==> config.mk <==
export PLATFORM = sky130hd
export DESIGN_NAME = adder_arbiter
export DESIGN_NICKNAME = d
export VERILOG_FILES = /design/src/rtl/adder_arbiter.sv
export SDC_FILE = /design/constraint.sdc
export NUM_CORES = 1
export LEC_CHECK = 0
export CELL_PAD_IN_SITES_DETAIL_PLACEMENT = 1
export CELL_PAD_IN_SITES_GLOBAL_PLACEMENT = 2
export CORE_MARGIN = 5
export CORE_UTILIZATION = 26
export CTS_CLUSTER_SIZE = 30
export DETAILED_ROUTE_END_ITERATION = 8
export GPL_TIMING_DRIVEN = 1
export PLACE_DENSITY_LB_ADDON = 0.1
export SYNTH_ARGS = -nofsm -noshare
export SYNTH_HDL_FRONTEND = slang
export SYNTH_SLANG_ARGS = --single-unit
export TNS_END_PERCENT = 50
==> constraint.sdc <==
create_clock -name clk -period 2.9 [get_ports clk]
set_input_delay 0.725 -clock clk [delete_from_list [all_inputs] [get_ports clk]]
set_output_delay 0.725 -clock clk [all_outputs]
set_load 0.03 [all_outputs]
==> src/rtl/adder_arbiter.sv <==
// Round-robin arbiter that lends one shared, externally pipelined adder to NREQ
// requesters, one transaction at a time, and returns the captured sum with its owner id.
module adder_arbiter #(
    parameter int NREQ    = 4,
    parameter int W       = 2,
    parameter int ADD_LAT = 1
) (
    input  logic              clk,
    input  logic              rst,
    input  logic [NREQ-1:0]   req,
    input  logic [NREQ*W-1:0] op_a,
    input  logic [NREQ*W-1:0] op_b,
    output logic [NREQ-1:0]   gnt,
    output logic [W-1:0]      add_a,
    output logic [W-1:0]      add_b,
    input  logic [W:0]        add_sum,
    output logic              rsp_valid,
    output logic [2:0]        rsp_id,
    output logic [W:0]        rsp_sum,
    output logic              busy
);

    typedef enum logic {IDLE, WAIT} state_t;

    state_t     state_reg;
    logic [2:0] ptr_reg;
    logic [2:0] cnt_reg;
    logic [2:0] win_next;
    logic [2:0] ptr_next;
    logic       found_next;
    logic [3:0] idx_next;
    logic [7:0] req_ext;
    logic [W-1:0] opa_arr [8];
    logic [W-1:0] opb_arr [8];

    // Widen to eight slots so every 3-bit index is in range for any legal NREQ.
    assign req_ext = 8'(req);

    generate
        for (genvar gi = 0; gi < 8; gi++) begin : g_unpack
            if (gi < NREQ) begin : g_used
                assign opa_arr[gi] = op_a[gi*W +: W];
                assign opb_arr[gi] = op_b[gi*W +: W];
            end else begin : g_unused
                assign opa_arr[gi] = '0;
                assign opb_arr[gi] = '0;
            end
        end
    endgenerate

    always_comb begin
        win_next   = '0;
        found_next = 1'b0;
        idx_next   = '0;
        for (int k = 0; k < NREQ; k++) begin
            idx_next = {1'b0, ptr_reg} + 4'(k);
            if (idx_next >= 4'(NREQ))
                idx_next = idx_next - 4'(NREQ);
            if (!found_next && req_ext[idx_next[2:0]]) begin
                found_next = 1'b1;
                win_next   = idx_next[2:0];
            end
        end
        ptr_next = (win_next == 3'(NREQ-1)) ? 3'd0 : win_next + 3'd1;
    end

    assign busy = (state_reg == WAIT);

    always_ff @(posedge clk or posedge rst) begin
        if (rst) begin
            state_reg <= IDLE;
            ptr_reg   <= '0;
            cnt_reg   <= '0;
            gnt       <= '0;
            add_a     <= '0;
            add_b     <= '0;
            rsp_valid <= 1'b0;
            rsp_id    <= '0;
            rsp_sum   <= '0;
        end else begin
            case (state_reg)
                IDLE: begin
                    rsp_valid <= 1'b0;
                    gnt       <= '0;
                    if (found_next) begin
                        gnt       <= NREQ'(1) << win_next;
                        add_a     <= opa_arr[win_next];
                        add_b     <= opb_arr[win_next];
                        rsp_id    <= win_next;
                        ptr_reg   <= ptr_next;
                        cnt_reg   <= '0;
                        state_reg <= WAIT;
                    end
                end
                WAIT: begin
                    gnt <= '0;
                    // cnt_reg holds (edges since grant - 1); capture lands on edge G+1+ADD_LAT.
                    if (cnt_reg == 3'(ADD_LAT)) begin
                        rsp_sum   <= add_sum;
                        rsp_valid <= 1'b1;
                        state_reg <= IDLE;
                    end else begin
                        cnt_reg <= cnt_reg + 3'd1;
                    end
                end
                default: state_reg <= IDLE;
            endcase
        end
    end

endmodule

After elaboration in Yosys (flattened, before gate mapping)
Cells that the tools add are included.
{ "totals": {"output_inout_bits": 16, "regBits": 22, "word_cells": 81, "inputBits": 25} }
{ "classes": {"add_sub_neg": 9, "eq_ne": 5, "order_cmp": 9, "reduce_logical": 9, "shifts": 1, "muxes": 37, "bitwise_logic": 2} }
{ "ops": {"columns": ["op", "count"], "rows": [
  ["$mux W3", 11],
  ["$lt A3 B4 Y1 const B", 4],
  ["$bmux W1 S3", 4],
  ["$bmux W2 S3", 2],
  ["$ge A4 B3 Y1 const B", 3],
  ["$sub A3 B3 Y3 const B", 4],
  ["$mux W1", 11],
  ["$add A3 B2 Y4 const B", 2],
  ["$mux W2", 4],
  ["$pmux W4 S2", 1],
  ["$add A3 B1 Y3 const B", 2],
  ["$pmux W3 S2", 1],
  ["$reduce_and A2 Y1", 3],
  ["$add A3 B1 Y4 const B", 1],
  ["$ge A4 B4 Y1 const B", 1],
  ["$mux W4", 1],
  ["$ne A2 B2 Y1 const B", 2],
  ["$not A3 Y4", 1],
  ["$pmux W1 S2", 2],
  ["$shl A1 B3 Y4 const A", 1],
  ["$eq A3 B1 Y1 const B", 1],
  ["$eq A3 B2 Y1 const B", 1],
  ["$ge A3 B3 Y1 const B", 1],
  ["$logic_and A1 B1 Y1", 3],
  ["3 further kinds", 5]
]} }

Longest topological paths before layout
Gate-level depths: netlist of run 1.
{ "depth": {"depth_word": 18, "ltp_mapped": 10, "ltp_nobuf": 8} }

Worst setup path after synthesis of run 1
No wires, ideal clock.
{ "synth_timing": {"path_type": "register to register", "start": "reg ptr_reg[1]", "end": "reg add_a[0]", "path_slack_ps": -180, "synth_period_minus_slack_ps": 3080, "path_buffers": 2, "stages_incl_launch_ff": 11, "setup_ps": 125, "t_arrival_ps": 2955, "cell_sequence": "dfrtp_1 buf_2 inv_1 ha_1 buf_6 mux2_1 and3_4 a311o_1 a22oi_4 mux4_1 mux2_2"} }
{ "synth_via": {"elab_chain_cells": 18, "word_cells_on_any_way": 42, "cone_classes": "add/sub: 7; order compare: 4; mux: 23; bitwise: 1; reduce/logical: 7"} }
{ "synth_rtl": {"columns": ["element", "line_no", "text"], "rows": [
  ["start, declared", "26", "logic [2:0] ptr_reg;"],
  ["start signal, assigned", "90", "ptr_reg <= ptr_next;"],
  ["parallel branches: the longest is 18 deep, another holds $add A3 B1 Y4", null, null],
  ["end signal, assigned", "87", "add_a <= opa_arr[win_next];"],
  ["end, declared", "14", "output logic [W-1:0] add_a,"]
]} }
Parallel ways; which one is timed is not known. The select of a mux whose other input is x is not followed.
A chain may end at the register's enable or synchronous reset.

Worst setup path in the final report of run 1
{ "layout_timing": {"start": "reg ptr_reg[0]", "end": "reg add_a[0]"} }
Same word-level chain as after synthesis.

==> results of run 1 <==
[worst max-delay path: stages (launching register included)]
cell and delay (ns):
dfrtp_1 0.42, inv_6 0.05, ha_4 0.29, mux2_4 0.30, and3_4 0.18, a311o_1 0.35, a22oi_4 0.29, mux4_2 0.53
mux2_4 0.27
[power by group through the flow]
| stage | clock (mW) | combinational (mW) | sequential, mW |
|---|---|---|---|
| after floorplan | 0 | 0.896 | 0.714 |
| after global placement | 0 | 1.62 | 0.531 |
| after detailed placement | 0 | 1.66 | 0.541 |
| after CTS | 0.195 | 1.72 | 0.538 |
| after global routing | 0.208 | 1.86 | 0.555 |
| final | 0.185 | 1.70 | 0.535 |
[cell usage after synthesis, drive strengths merged (2+ instances only)]
cell and number:
dfrtp 22, mux2 12, nand2 8, nor2 8, o21ai 8, inv 5, mux4 5, ha 4
mux2i 4, nand3 4, a22oi 3, and2 3, buf 3, nand2b 3, o21a 3, a21oi 2
nor2b 2
[worst min path at each step]
stage / start / to / slack [ns]
after global placement: rsp_id[2] / rsp_id[2] / 0.47
after CTS: rsp_id[0] / rsp_id[0] / 0.50
final: rsp_id[2] / rsp_id[2] / 0.49
after detailed placement: rsp_id[2] / rsp_id[2] / 0.48
after global routing: rsp_id[2] / rsp_id[2] / 0.52
after floorplan: cnt_reg[0] / cnt_reg[0] / 0.49
[cell type report]
type / count / area, µm²
Clock buffer: 3 / 41.29
Fill cell: 526 / 2814
Inverter: 5 / 26.28
Multi-Input combinational cell: 77 / 706.9
Sequential cell: 22 / 550.5
Tap cell: 67 / 83.83
Timing Repair Buffer: 59 / 563.0
[metal layers]
| metal | vias to the layer above | track usage, % |
|---|---|---|
| met5 | - | 0 |
| met4 | 0 | 3.041 |
| met3 | 5 | 3.251 |
| met2 | 22 | 19.54 |
| met1 | 519 | 13.90 |
| li1 | 501 | - |
[metrics by stage]
stage | std cells | hold slack (ns) | setup TNS (ns)
after global placement | 226 | 0.4743 | -1.539
final | 233 | 0.4938 | 0
after floorplan | 107 | 0.4935 | -0.2807
after global routing | 233 | 0.5195 | -0.09540
after detailed placement | 226 | 0.4785 | -1.934
after CTS | 232 | 0.4989 | -0.06105
[cells in the final DEF, fill, tap and decap left out, drive strengths merged]
master,count
xnor2,1
nand2,8
and3,1
mux4,5
or2,1
nor2b,2
clkdlybuf4s50,36
a21o,1
buf,19
nand2b,3
inv,5
o21ai,8
mux2,12
nor4b,1
nor2,8
o31ai,1
a21oi,2
dlygate4sd2,4
dfrtp,22
and2,3
nand3,4
a311o,1
a32oi,1
a22oi,3
clkbuf,3
ha,4
mux2i,4
o21a,3
[repair_timing]
action / 4_1_cts / 5_1_grt
gates resized for setup: 5 / 1
endpoints found under the setup margin: 4 / 4
buffers inserted: 3 / 1
pin swaps: 3 / 3
[cell families after synthesis]
| logic type | Yosys count | share of synthesized area (%) |
|---|---|---|
| adder cells (fa/ha/maj) | 4 | 3.865 |
| AO/OA/AOI/OAI | 20 | 13.14 |
| XOR/XNOR | 1 | 0.6765 |
| AND/OR/NAND/NOR | 31 | 12.56 |
| flip-flops | 22 | 42.51 |
| buffers and inverters | 8 | 3.575 |
| multiplexers | 21 | 23.67 |
==> results.txt, run 1 <==
PwrDens - 1229 nW/µm²
CP Launch Point - ptr_reg[0]
initial antenna violation count - 0
R2R Setup Slk - 0.09 ns
Avg Cell Area, Syn - 12.10 µm²
combinational power share - 70.3%
# DRC - 0
Vias - 1047
Die Span X - 80.58 µm
vias in the first global route - 1173
Placed Area - 1898 µm²
clock slew at reported path FFs - 0.07 ns
synthesis-to-finish area growth - 52.27%
Max Slew Vio Count - 0
Fin. Hold Viols - 0
HP Class - reg2reg
total gr overflow - 0
CTS Buf Count - 3
Req. time, crit path - 3.05 ns
r2r endpoint - add_a[0]
antenna cells - 0
first-pass GRT wire length - 5609 µm
WL final - 3414 µm
All-Layer GR Usage - 11.39%
Crit. End Element - register
synth unique cells - 30
Critical R2R Launch - ptr_reg[0]
EDFF count, synth - 0
Int Pwr - 1.430 mW
Ports - 41
final net count - 197
core box area - 4786 µm²
max reg flops - 4
Yosys top cell area share - 42.51%
Setup crit end - add_a[0]
HPWL after detailed placement - 2751 µm
synth warn - 0
Rows - 25
Post-CTS Hold Fix Bufs - 0
max-slew headroom at the worst pin - 60.55%
CTS sink cnt - 22
clk_skew - 0.0009359 ns
worst setup margin - 0.08981 ns
leakage - 0.8608 nW
switching portion of total power - 40.98%
Post-Syn Instances - 107
top cells by area, synth - dfrtp_1 (43%), mux2_2 (8.7%), mux4_1 (8.1%)
period utilization - 96.90%
worst reg2reg path depth - 8
Clock power frac - 7.6%
RePlAce Congestion - 0.8180
H-tree Lvls - 1
post-layout minimum cycle time - 2.810 ns
fin util - 41.20%
CTS Root Cell - clkbuf_8
Crit Path Category - reg2reg
Synth Register Bits - 22
Worst setup SP type - register
ys flop type - dfrtp_1
Crit Path Max Fanout - 5
maximum vdd drop - 0.0005160 V
ANT nets after route - 0
total power - 2.423 mW
maximum number of pins on one net before global-route repair - 23
Net Switching - 993.1 µW
Met3 Routed Length - 169 µm
CTS tree - built
Yosys top cell by area - dfrtp_1
sequential fraction of the synthesis area - 42.51%
final setup fails - 0
Largest Register - gnt
met2 wire length - 1788 µm
Mapped Area - 1295 µm²
Max Cap Viol - 0
outcome - finished clean
Post-synth ARST share - 100.0%
final instance area - 1972 µm²
Die Area - 6492 µm²
f_max - 0.3558 GHz
Starting Density - 27.06%
Cells on Worst Hold Path - 1
PortBufs - 40
Initial DRC Count - 30
die height - 80.58 µm
worst skew pair latency - 0.26 ns
met1 WL - 1424 µm
syn nets - 136
fraction of layout cells with a size suffix above 1 - 28.31%
worst endpoint data arrival time - 2.96 ns
DR top layer - met4
WL/cell - 14.65 µm
Flop pwr share - 22.1%
maximum root-to-sink buffer count - 2
dpl ws - -0.3686 ns
DR vias/cell - 4.494
RSZ-0062 raised after global routing - true
worst-margin pin slew - 0.5917 ns
Pre-antenna DRT Iters - 4
No activity file was read; power rests on OpenSTA's default activity.
==> run 2, diff against run 1 <==
- CORE_UTILIZATION: 26 -> 31
- clock period: 2.9 -> 3.55 ns (I/O delays scaled with it)
==> results.txt, run 2 (synthesized netlist as in run 1, its figures left out) <==
outcome - finished clean
max reg flops - 4 (unchanged)
synthesis-to-finish area growth - 42.03%
fraction of layout cells with a size suffix above 1 - 16.99% (-11 points)
Die Area - 5570 µm² (-14%)
worst path cell trace - clkdlybuf4s50_1 > mux4_2 > a311o_1 > a22oi_4 > mux4_1 > mux2_2
CP max stage delay - 0.58 ns (+0.05 ns)
CTS Buf Count - 3 (unchanged)
clk_skew - 0.001949 ns (+0.001013 ns)
vias in the first global route - 1101 (-6.1%)
Starting Density - 32.14% (+5.1 points)
max-slew headroom at the worst pin - 43.91% (-17 points)
worst setup margin - 0.2804 ns (+0.1906 ns)
maximum number of pins on one net before global-route repair - 23 (unchanged)
leakage - 0.7980 nW (-7.3%)
RePlAce Congestion - 0.7084 (-13%)
Crit Path Category - in2reg
H-tree Lvls - 1 (unchanged)
core box area - 4029 µm² (-16%)
All-Layer GR Usage - 12.58% (+1.2 points)
Req. time, crit path - 3.71 ns (+0.66 ns)
RSZ-0062 raised after global routing - false
post-layout minimum cycle time - 3.270 ns
Final TNS setup - 0 ns (unchanged)
final net count - 183 (-7.1%)
CTS tree - built
Vias - 1003 (-4.2%)
Ports - 41 (unchanged)
WL final - 3071 µm (-10%)
# DRC - 0 (unchanged)
Initial DRC Count - 35 (+17%)
Placed Area - 1768 µm² (-6.9%)
dpl ws - -0.001453 ns (+0.3672 ns)
Crit Path Max Fanout - 7 (+2)
Worst path top cell family by delay - multiplexers
die height - 74.63 µm (-7.4%)
HPWL after detailed placement - 2431 µm (-12%)
ANT nets after route - 0 (unchanged)
WL/cell - 15.13 µm (+3.2%)
most common cell after layout, fill and taps aside - clkdlybuf4s50_1
Crit. End Element - register
Worst setup SP type - primary input
Largest Register - gnt
CP max-delay cell - mux4_1
worst endpoint data arrival time - 3.43 ns (+0.47 ns)
antenna cells - 0 (unchanged)
Max Cap Viol - 0 (unchanged)
initial antenna violation count - 0 (unchanged)
HP Class - reg2reg
fillers - 448 (-15%)
worst-margin pin slew - 0.8404 ns (+0.2487 ns)
Max Slew Vio Count - 0 (unchanged)
fin util - 45.65% (+4.4 points)
final instance area - 1839 µm² (-6.7%)
first-pass GRT wire length - 5382 µm (-4.0%)
commonest cells after routing, fill and taps aside - clkdlybuf4s50_1 (40), dfrtp_1 (22), mux2_2 (10)
CTS sink cnt - 22 (unchanged)
PostCTS Resize Cnt - 0 (-5)
Post-CTS Hold Fix Bufs - 0 (unchanged)
worst path buffer plus inverter count - 1 (unchanged)
CTS Root Cell - clkbuf_8
Fin. Hold Viols - 0 (unchanged)
Post-CTS Setup Bufs - 0 (-3)
Die Span X - 74.63 µm (-7.4%)
period utilization - 92.10%
final setup fails - 0 (unchanged)
worst skew pair latency - 0.26 ns (about the same)
Pre-antenna DRT Iters - 2 (-2)
PwrDens - 991.3 nW/µm² (-19%)
total gr overflow - 0 (unchanged)
worst hold slack - 0.5014 ns (+0.007657 ns)
clock slew at reported path FFs - 0.08 ns (about the same)
maximum vdd drop - 0.0003771 V (-27%)
Rows - 23 (-8.0%)
f_max - 0.3058 GHz
PortBufs - 40 (unchanged)
maximum root-to-sink buffer count - 2 (unchanged)
DR vias/cell - 4.941 (+10%)
## run 2: path summary, 6_finish.rpt
check	from	end	slack [ns]	cells after the start
min in group asynchronous	rst	rsp_sum[0]	1.09	2
min reg2reg	rsp_id[2]	rsp_id[2]	0.50	1
max reg2reg	ptr_reg[0]	add_a[1]	0.45	7
min	rsp_id[2]	rsp_id[2]	0.50	1
max	req[2]	add_a[1]	0.28	6
max in group asynchronous	rst	rsp_valid	1.95	2
## run 2: area by class of cell
| type | instances | area [µm²] | area share (%) |
|---|---|---|---|
| clock buffer | 3 | 41.29 | 2.245 |
| clock inverter | 1 | 30.03 | 1.633 |
| inverter | 5 | 18.77 | 1.020 |
| multi-input combinational | 77 | 698.2 | 37.96 |
| sequential | 22 | 550.5 | 29.93 |
| tap | 50 | 62.56 | 3.401 |
| timing repair buffer | 45 | 437.9 | 23.81 |
## run 2: routing by layer
metal | global-route usage (%) | vias to the layer above | share of wire, %
met2 | 20.88 | 22 | 50
met4 | 4.150 | 0 | 1.3
met3 | 2.937 | 6 | 4.8
met5 | 0 | - | 0
li1 | - | 480 | -
met1 | 16.22 | 495 | 44
## run 2: metrics by stage
| step | std cells | total power [mW] |
|---|---|---|
| global route | 203 | 1.964 |
| global placement | 199 | 1.597 |
| detailed placement | 199 | 1.609 |
| CTS | 203 | 1.855 |
| finish | 203 | 1.823 |
| floorplan | 107 | 1.264 |
## run 2: report_power, final
part	switching (mW)	internal (mW)	leakage, nW
clock network	0.0857	0.151	0.0357
registers	0.0652	0.362	0.272
logic	0.598	0.562	0.490
total	0.749	1.07	0.798
==> run 3, diff against run 2 <==
- REMOVE_ABC_BUFFERS: default -> 1
==> results.txt, run 3 (synthesized netlist as in run 1, its figures left out) <==
Req. time, crit path - 3.70 ns (about the same)
most common cell after layout, fill and taps aside - clkdlybuf4s50_1
leakage - 0.7911 nW (-0.87%)
CTS Root Cell - clkbuf_8
PortBufs - 40 (unchanged)
Die Area - 5570 µm² (unchanged)
vias in the first global route - 1111 (+0.91%)
maximum vdd drop - 0.0003824 V (+1.4%)
RePlAce Congestion - 0.8293 (+17%)
HPWL after detailed placement - 2512 µm (+3.4%)
worst skew pair latency - 0.25 ns (about the same)
clk_skew - 0.002267 ns (+0.0003173 ns)
WL/cell - 15.62 µm (+3.3%)
Fin. Hold Viols - 0 (unchanged)
max-slew headroom at the worst pin - 42.70% (-1.2 points)
outcome - finished clean
CP max stage delay - 0.60 ns (+0.02 ns)
Max Slew Vio Count - 0 (unchanged)
DP Cell Count - 199 (unchanged)
final instance area - 1823 µm² (-0.88%)
CTS sink cnt - 22 (unchanged)
Vias - 983 (-2.0%)
H-tree Lvls - 1 (unchanged)
fin util - 45.25% (-0.40 points)
Crit Path Category - in2reg
WL final - 3171 µm (+3.3%)
Crit. End Element - register
Pre-antenna DRT Iters - 2 (unchanged)
Worst setup SP type - primary input
RSZ-0062 raised after global routing - false
PostCTS Resize Cnt - 0 (unchanged)
Ports - 41 (unchanged)
Largest Register - gnt
# DRC - 0 (unchanged)
ANT nets after route - 0 (unchanged)
antenna cells - 0 (unchanged)
worst endpoint data arrival time - 3.43 ns (about the same)
final net count - 183 (unchanged)
worst path cell trace - clkdlybuf4s50_1 > mux2_1 > and3_4 > a311o_1 > a22oi_4 > mux4_1 > mux2_2
Post-CTS Hold Fix Bufs - 0 (unchanged)
synthesis-to-finish area growth - 40.77%
final cell count without fillers - 203 (unchanged)
DR vias/cell - 4.842 (-2.0%)
f_max - 0.3043 GHz (-0.52%)
Placed Area - 1768 µm² (unchanged)
max reg flops - 4 (unchanged)
Final TNS setup - 0 ns (unchanged)
Starting Density - 32.14% (unchanged)
fillers - 445 (-0.67%)
HP Class - reg2reg
Die Span X - 74.63 µm (unchanged)
total power - 1.781 mW (-2.3%)
initial antenna violation count - 0 (unchanged)
fraction of layout cells with a size suffix above 1 - 16.99% (unchanged)
total gr overflow - 0 (unchanged)
maximum root-to-sink buffer count - 2 (unchanged)
Crit Path Max Fanout - 7 (unchanged)
All-Layer GR Usage - 12.51% (-0.063 points)
CTS Buf Count - 3 (unchanged)
period utilization - 92.58% (+0.48 points)
first-pass GRT wire length - 5395 µm (+0.24%)
Worst path top cell family by delay - multiplexers
Max Cap Viol - 0 (unchanged)
Post-CTS Setup Bufs - 0 (unchanged)
final setup fails - 0 (unchanged)
CTS tree - built
commonest cells after routing, fill and taps aside - clkdlybuf4s50_1 (40), dfrtp_1 (22), mux2_2 (10)
Initial DRC Count - 31 (-11%)
worst path buffer plus inverter count - 1 (unchanged)
post-layout minimum cycle time - 3.287 ns (+0.01707 ns)
die height - 74.63 µm (unchanged)
CP max-delay cell - mux4_1
clock slew at reported path FFs - 0.08 ns (about the same)
core box area - 4029 µm² (unchanged)
Rows - 23 (unchanged)
maximum number of pins on one net before global-route repair - 23 (unchanged)
worst-margin pin slew - 0.8586 ns (+0.01819 ns)
PwrDens - 977.1 nW/µm² (-1.4%)
-- run 3: final cells by class --
type / instances / area [µm²] / share of cell area [%]
clock buffer: 4 / 55.05 / 3.020
inverter: 5 / 18.77 / 1.030
multi-input combinational: 77 / 698.2 / 38.30
sequential: 22 / 550.5 / 30.20
tap: 50 / 62.56 / 3.432
timing repair buffer: 45 / 437.9 / 24.02
-- run 3: report_power, final --
| group | switching, mW | internal (mW) | leakage, nW |
|---|---|---|---|
| Combinational | 0.617 | 0.562 | 0.490 |
| Sequential | 0.0645 | 0.362 | 0.272 |
| Clock | 0.0769 | 0.0986 | 0.0288 |
| Total | 0.758 | 1.02 | 0.791 |
-- run 3: worst register-to-register path, stage by stage, from the launching register on --
cell	delay, ns
dfrtp_1	0.35
inv_1	0.11
ha_1	0.48
mux4_2	0.56
a311o_1	0.32
a22oi_4	0.32
mux4_1	0.60
mux2_2	0.27
-- run 3: per-layer routing --
metal / part of all wire (%) / vias up / track usage (%)
li1: - / 479 / -
met1: 44 / 480 / 16.11
met2: 51 / 22 / 21.66
met3: 4.8 / 2 / 2.937
met4: 0.32 / 0 / 2.372
met5: 0 / - / 0
-- run 3: path summary, 6_finish.rpt --
kind | cells after the start | start | endpoint | slack, ns
setup reg to reg | 7 | ptr_reg[0] | add_a[0] | 0.44
hold / removal | 1 | rsp_id[2] | rsp_id[2] | 0.50
hold reg to reg | 1 | rsp_id[2] | rsp_id[2] | 0.50
min in group asynchronous | 2 | rst | rsp_sum[0] | 1.11
max in group asynchronous | 2 | rst | rsp_id[2] | 1.91
setup / recovery | 7 | req[2] | add_a[0] | 0.26
-- run 3: stage by stage --
stage	hold slack, ns	setup WS, ns
floorplan	0.4935	0.3358
global placement	0.4726	0.04587
detailed placement	0.4738	-0.01765
CTS	0.5005	0.2459
global route	0.5258	0.09646
finish	0.4952	0.2633
